==> src/rtl/systolic_ctrl.sv <==
// Operand sequencer for an MATRIX_SIZE x MATRIX_SIZE output-stationary systolic array.
// Build option SYSTOLIC_CTRL_ACCUM_EN adds an accumulate input that skips the array clear.
module systolic_ctrl #(
  parameter int MATRIX_SIZE = 4,
  parameter int DATA_WIDTH  = 8,
  parameter int IDX_W       = $clog2(MATRIX_SIZE)
) (
  input  logic                              clk,
  input  logic                              rst,
  input  logic                              a_wr_en,
  input  logic [IDX_W-1:0]                  a_wr_row,
  input  logic [MATRIX_SIZE*DATA_WIDTH-1:0] a_wr_data,
  input  logic                              b_wr_en,
  input  logic [IDX_W-1:0]                  b_wr_col,
  input  logic [MATRIX_SIZE*DATA_WIDTH-1:0] b_wr_data,
  input  logic                              start,
`ifdef SYSTOLIC_CTRL_ACCUM_EN
  input  logic                              accumulate,
`endif
  output logic                              busy,
  output logic                              done,
  output logic                              arr_rst,
  output logic                              arr_en,
  output logic [DATA_WIDTH-1:0]             arr_left [MATRIX_SIZE],
  output logic [DATA_WIDTH-1:0]             arr_top  [MATRIX_SIZE]
);

  localparam int N   = MATRIX_SIZE;
  localparam int T_W = $clog2(3 * N - 1);
  localparam logic [T_W-1:0] T_LAST = T_W'(3 * N - 3);

  typedef enum logic [1:0] {S_IDLE, S_CLEAR, S_FEED, S_DONE} state_e;

  state_e                state_q, state_d;
  logic [T_W-1:0]        t_q, t_d;
  logic [DATA_WIDTH-1:0] a_buf_q [N][N];
  logic [DATA_WIDTH-1:0] a_buf_d [N][N];
  logic [DATA_WIDTH-1:0] b_buf_q [N][N];
  logic [DATA_WIDTH-1:0] b_buf_d [N][N];
  logic [DATA_WIDTH-1:0] left_q  [N];
  logic [DATA_WIDTH-1:0] left_d  [N];
  logic [DATA_WIDTH-1:0] top_q   [N];
  logic [DATA_WIDTH-1:0] top_d   [N];
  logic                  busy_q, done_q, en_q;

  // a_buf holds A[i][k], b_buf holds B[k][j]; writes land only while idle
  always_comb begin
    a_buf_d = a_buf_q;
    b_buf_d = b_buf_q;
    if (state_q == S_IDLE) begin
      if (a_wr_en) begin
        for (int k = 0; k < N; k++) a_buf_d[a_wr_row][k] = a_wr_data[k*DATA_WIDTH +: DATA_WIDTH];
      end
      if (b_wr_en) begin
        for (int k = 0; k < N; k++) b_buf_d[k][b_wr_col] = b_wr_data[k*DATA_WIDTH +: DATA_WIDTH];
      end
    end
  end

  always_comb begin
    state_d = state_q;
    t_d     = t_q;
    case (state_q)
      S_IDLE: begin
        if (start) begin
          t_d     = '0;
`ifdef SYSTOLIC_CTRL_ACCUM_EN
          state_d = accumulate ? S_FEED : S_CLEAR;
`else
          state_d = S_CLEAR;
`endif
        end
      end
      S_CLEAR: begin
        state_d = S_FEED;
        t_d     = '0;
      end
      S_FEED: begin
        if (t_q == T_LAST) state_d = S_DONE;
        else               t_d     = t_q + 1'b1;
      end
      S_DONE:  state_d = S_IDLE;
      default: state_d = S_IDLE;
    endcase
  end

  // Skewed operands for the next cycle: row i / column j lag by i / j cycles
  always_comb begin
    for (int i = 0; i < N; i++) begin
      left_d[i] = '0;
      top_d[i]  = '0;
      if (state_d == S_FEED && t_d >= T_W'(i) && (t_d - T_W'(i)) < T_W'(N)) begin
        left_d[i] = a_buf_d[i][IDX_W'(t_d - T_W'(i))];
        top_d[i]  = b_buf_d[IDX_W'(t_d - T_W'(i))][i];
      end
    end
  end

  always_ff @(posedge clk) begin
    if (rst) begin
      state_q <= S_IDLE;
      t_q     <= '0;
      busy_q  <= 1'b0;
      done_q  <= 1'b0;
      en_q    <= 1'b0;
      a_buf_q <= '{default: '0};
      b_buf_q <= '{default: '0};
      left_q  <= '{default: '0};
      top_q   <= '{default: '0};
    end else begin
      state_q <= state_d;
      t_q     <= t_d;
      busy_q  <= (state_d != S_IDLE);
      done_q  <= (state_d == S_DONE);
      en_q    <= (state_d == S_FEED);
      a_buf_q <= a_buf_d;
      b_buf_q <= b_buf_d;
      left_q  <= left_d;
      top_q   <= top_d;
    end
  end

  assign busy     = busy_q;
  assign done     = done_q;
  assign arr_en   = en_q;
  assign arr_rst  = rst | (state_q == S_CLEAR);
  assign arr_left = left_q;
  assign arr_top  = top_q;

endmodule

==> config.mk <==
export PLATFORM = sky130hd
export DESIGN_NAME = systolic_ctrl
export DESIGN_NICKNAME = d
export VERILOG_FILES = /design/src/rtl/systolic_ctrl.sv
export SDC_FILE = /design/constraint.sdc
export NUM_CORES = 1
export LEC_CHECK = 0
export CAP_MARGIN = 20
export CORE_MARGIN = 1
export CORE_UTILIZATION = 40
export DETAILED_ROUTE_END_ITERATION = 10
export GPL_TIMING_DRIVEN = 0
export PLACE_DENSITY = 0.58
export SKIP_LAST_GASP = 1
export SYNTH_ARGS = -nofsm -noshare
export SYNTH_HDL_FRONTEND = slang
export SYNTH_SLANG_ARGS = --single-unit
==> constraint.sdc <==
create_clock -name clk -period 8.5 [get_ports clk]
set_clock_uncertainty 0.1 [all_clocks]
set_input_delay 1.275 -clock clk [delete_from_list [all_inputs] [get_ports clk]]
set_output_delay 1.275 -clock clk [all_outputs]
set_load 0.1 [all_outputs]
==> results.json, run 1 <==
{
  "insertion_delay_ns": 0.54,
  "fillers": 3119,
  "post_cts_buffers": 0,
  "clock.fmax_mhz": 189,
  "place.gp.congestion": 0.834,
  "setup_slack_ns": 3.20,
  "drt-total-wl_microns": 41400,
  "synth_common_cells": "dfxtp_1 (329), nor2_1 (262), mux2i_1 (257), nand2_1 (199), nand3_1 (99)",
  "drtAntennaViolNets": 0,
  "n_antenna_cell": 0,
  "rsz0062_at_grt": "false",
  "cp_max_fo": 10,
  "critical_path_buf_inv_count": 4,
  "layout-drive-gt1-share_pct": 8.52,
  "critPathTopFamily": "buffers and inverters",
  "finalSetupViolCount": 0,
  "syn_inst": 1388,
  "synth_top_area_share_pct": 50.3,
  "io_pins": 141,
  "finalMaxSlewViolations": 0,
  "startpoint_type": "input port",
  "crit_path_end_kind": "primary output",
  "num_rows": 65,
  "grt.overflow.total": 0,
  "cts_resized": 0,
  "p_int_uw": 3010,
  "cts.sinks": 329,
  "die_y_microns": 183,
  "synth_area_leaders": "dfxtp_1 (50%), mux2i_1 (20%), nor2_1 (7.5%)",
  "synth_edf_count": 0,
  "portBuffers": 140,
  "synth_async_sr_flop_share_pct": 0,
  "synthDistinctLibCells": 44,
  "vias": 10500,
  "dp_hpwl_microns": 29400,
  "power.leakage_uw": 0.00758,
  "max_slew.worst_pin.slew_ns": 1.01,
  "syn_nets": 1473,
  "ir_drop_mv": 0.133,
  "grt_pass1_vias": 10200,
  "power_frac_seq_pct": 37.9,
  "dr.pass1.iters": 5,
  "die-area_sq_um": 33500,
  "timing_hold_violations_final": 0,
  "ys_seq_elements": 329,
  "cp.required_ns": 7.12,
  "status": "complete, no violations",
  "seq_area_frac_synth_pct": 50.3,
  "ctsHoldBuffers": 0,
  "route.detailed.drc": 0,
  "fp.coreArea_sq_um": 31900,
  "cts_buffers": 38,
  "syn_to_final_growth_pct": 24.8,
  "cp.arrival_ns": 3.92,
  "comb_power_share_pct": 23.7,
  "root_buffer": "clkbuf_16",
  "vias_per_cell": 5.17,
  "cpMaxStageDelayCell": "clkdlybuf4s50_1",
  "yosysMostFrequentCell": "dfxtp_1",
  "dp_worst_setup_slack_ns": 2.91,
  "period_share_pct": 62.3,
  "cap_violations": 0,
  "hp-class": "reg -> reg",
  "power.density_nw_per_um2": 269,
  "htree_levels": 2,
  "cts_buffer_depth": 3,
  "period_minus_slack_ns": 5.30,
  "antenna_found_initial": 0,
  "clk_pin_slew_ns": 0.06,
  "wl_per_cell_microns": 20.4,
  "max_stage_delay_ns": 1.14,
  "final_nets": 1653,
  "grtUsageTotal_pct": 25.0,
  "ys_warn_count": 0,
  "drtIter0Drc": 719,
  "synth-main-ff-cell": "dfxtp_1",
  "cts_tree": "built",
  "grt_max_degree": 14,
  "slew_headroom_pct": 32.7,
  "p_sw_uw": 1390,
  "holdWs_ns": 0.386,
  "yosys.area.top_type": "dfxtp_1",
  "sw_frac_of_total_pct": 31.5,
  "netlist_area_sq_um": 13100,
  "syn_area_per_cell_sq_um": 9.44,
  "grt_pass1_wl_microns": 62500,
  "initial_core_util_pct": 41.1,
  "clockPowerShare_pct": 38.4,
  "setup_tns_ns": 0,
  "crit_chain": "clkdlybuf4s50_1 -> clkbuf_1 -> clkbuf_1 -> or2_2 -> clkdlybuf4s50_1",
  "critPathKind": "in -> out",
  "die_w_microns": 183
}
-- per-layer routing --
layer / GRT usage [%] / share of wire, % / vias up / wire, microns
li1: - / - / 5017 / -
met1: 32.7 / 44 / 5054 / 18300
met2: 41.8 / 47 / 339 / 19500
met3: 3.63 / 5.3 / 85 / 2190
met4: 9.33 / 3.6 / 0 / 1470
met5: 0 / 0 / - / 0
-- worst paths after layout --
check / start / cells after the start / slack (ns) / to
setup / recovery: rst / 5 / 3.20 / arr_rst
setup reg to reg: t_q[1] / 12 / 3.75 / arr_top[5]
hold reg to reg: b_buf_q[92] / 2 / 0.39 / b_buf_q[92]
hold / removal: b_buf_q[92] / 2 / 0.39 / b_buf_q[92]
-- sequential cells by signal (all words and copies together) (netlist names) --
name,count
a_buf_q,128
arr_en,1
arr_left,32
arr_top,32
b_buf_q,128
busy,1
done,1
state_q,2
t_q,4
-- cell families after synthesis --
logic type               share of synthesized area [%]
AO/OA/AOI/OAI                                     3.25
multiplexers                                      22.4
AND/OR/NAND/NOR                                   19.1
XOR/XNOR                                         0.201
flip-flops                                        50.3
adder cells (fa/ha/maj)                           1.15
buffers and inverters                             3.63
-- cell type report --
class | instances | area (sq um) | share of cell area [%]
Buffer | 96 | 439 | 2.69
Clock buffer | 56 | 1140 | 6.97
Clock inverter | 12 | 166 | 1.02
Inverter | 9 | 36.3 | 0.222
Multi-Input combinational cell | 954 | 6040 | 36.9
Sequential cell | 329 | 6590 | 40.3
Tap cell | 435 | 544 | 3.33
Timing Repair Buffer | 140 | 1400 | 8.57
-- per-stage QoR --
step	util, %	instances	area, sq um	power, uW
2_1_floorplan	-	1388	13100	2400
3_3_place_gp	47.2	1963	15000	2730
3_5_place_dp	47.2	1963	15000	2740
4_1_cts	51.3	2031	16400	4420
5_1_grt	51.3	2031	16400	4580
6_report	51.3	2031	16400	4400
-- power by group through the flow --
| stage | combinational, uW | sequential, uW | clock [uW] |
|---|---|---|---|
| global placement | 1030 | 1700 | 0 |
| detailed placement | 1030 | 1700 | 0 |
| CTS | 1040 | 1670 | 1710 |
| finish | 1040 | 1670 | 1690 |
| global route | 1120 | 1680 | 1780 |
| floorplan | 624 | 1770 | 0 |
-- placed cells by master, fill, tap and decap left out, types with 11 or more instances in the layout --
| master | instances |
|---|---|
| mux4_2 | 16 |
| a21oi_1 | 41 |
| clkbuf_1 | 62 |
| clkbuf_16 | 39 |
| clkdlybuf4s50_1 | 140 |
| nand2_1 | 199 |
| mux2i_1 | 257 |
| a21oi_2 | 11 |
| nor2_1 | 262 |
| nor3_1 | 20 |
| dfxtp_1 | 329 |
| nand3_1 | 99 |
| ha_1 | 12 |
| buf_2 | 29 |
-- worst reg2reg max path, delay by kind of cell (launching register included) --
kind,cells,cell delay [ns]
buf+inv,5,2.16
fa+ha+maj,2,0.55
compound gates,1,0.51
simple gates,3,0.50
mux,1,0.42
flops,1,0.41
(Power assumes the default switching activity.)
==> run 2, diff against run 1 <==
==> constraint.sdc (replaced) <==
create_clock -name clk -period 5.5 [get_ports clk]
set_clock_uncertainty 0.1 [all_clocks]
set_input_delay 0.825 -clock clk [delete_from_list [all_inputs] [get_ports clk]]
set_output_delay 0.825 -clock clk [all_outputs]
set_load 0.1 [all_outputs]
==> results of run 2 <==
The final DEF is identical to that of run 1. Status: complete, no violations.
Main changes from that run: setup slack after placement 2.91 ns -> 0.362 ns; setup slack after layout 3.20 ns -> 0.747 ns; start point of the critical path rst -> t_q[1]; end point of the critical path arr_rst -> arr_top[5]; register-to-register setup slack 3.75 ns -> 0.75 ns; total power 4400 uW -> 6800 uW; worst IR drop on VDD 0.133 mV -> 0.205 mV
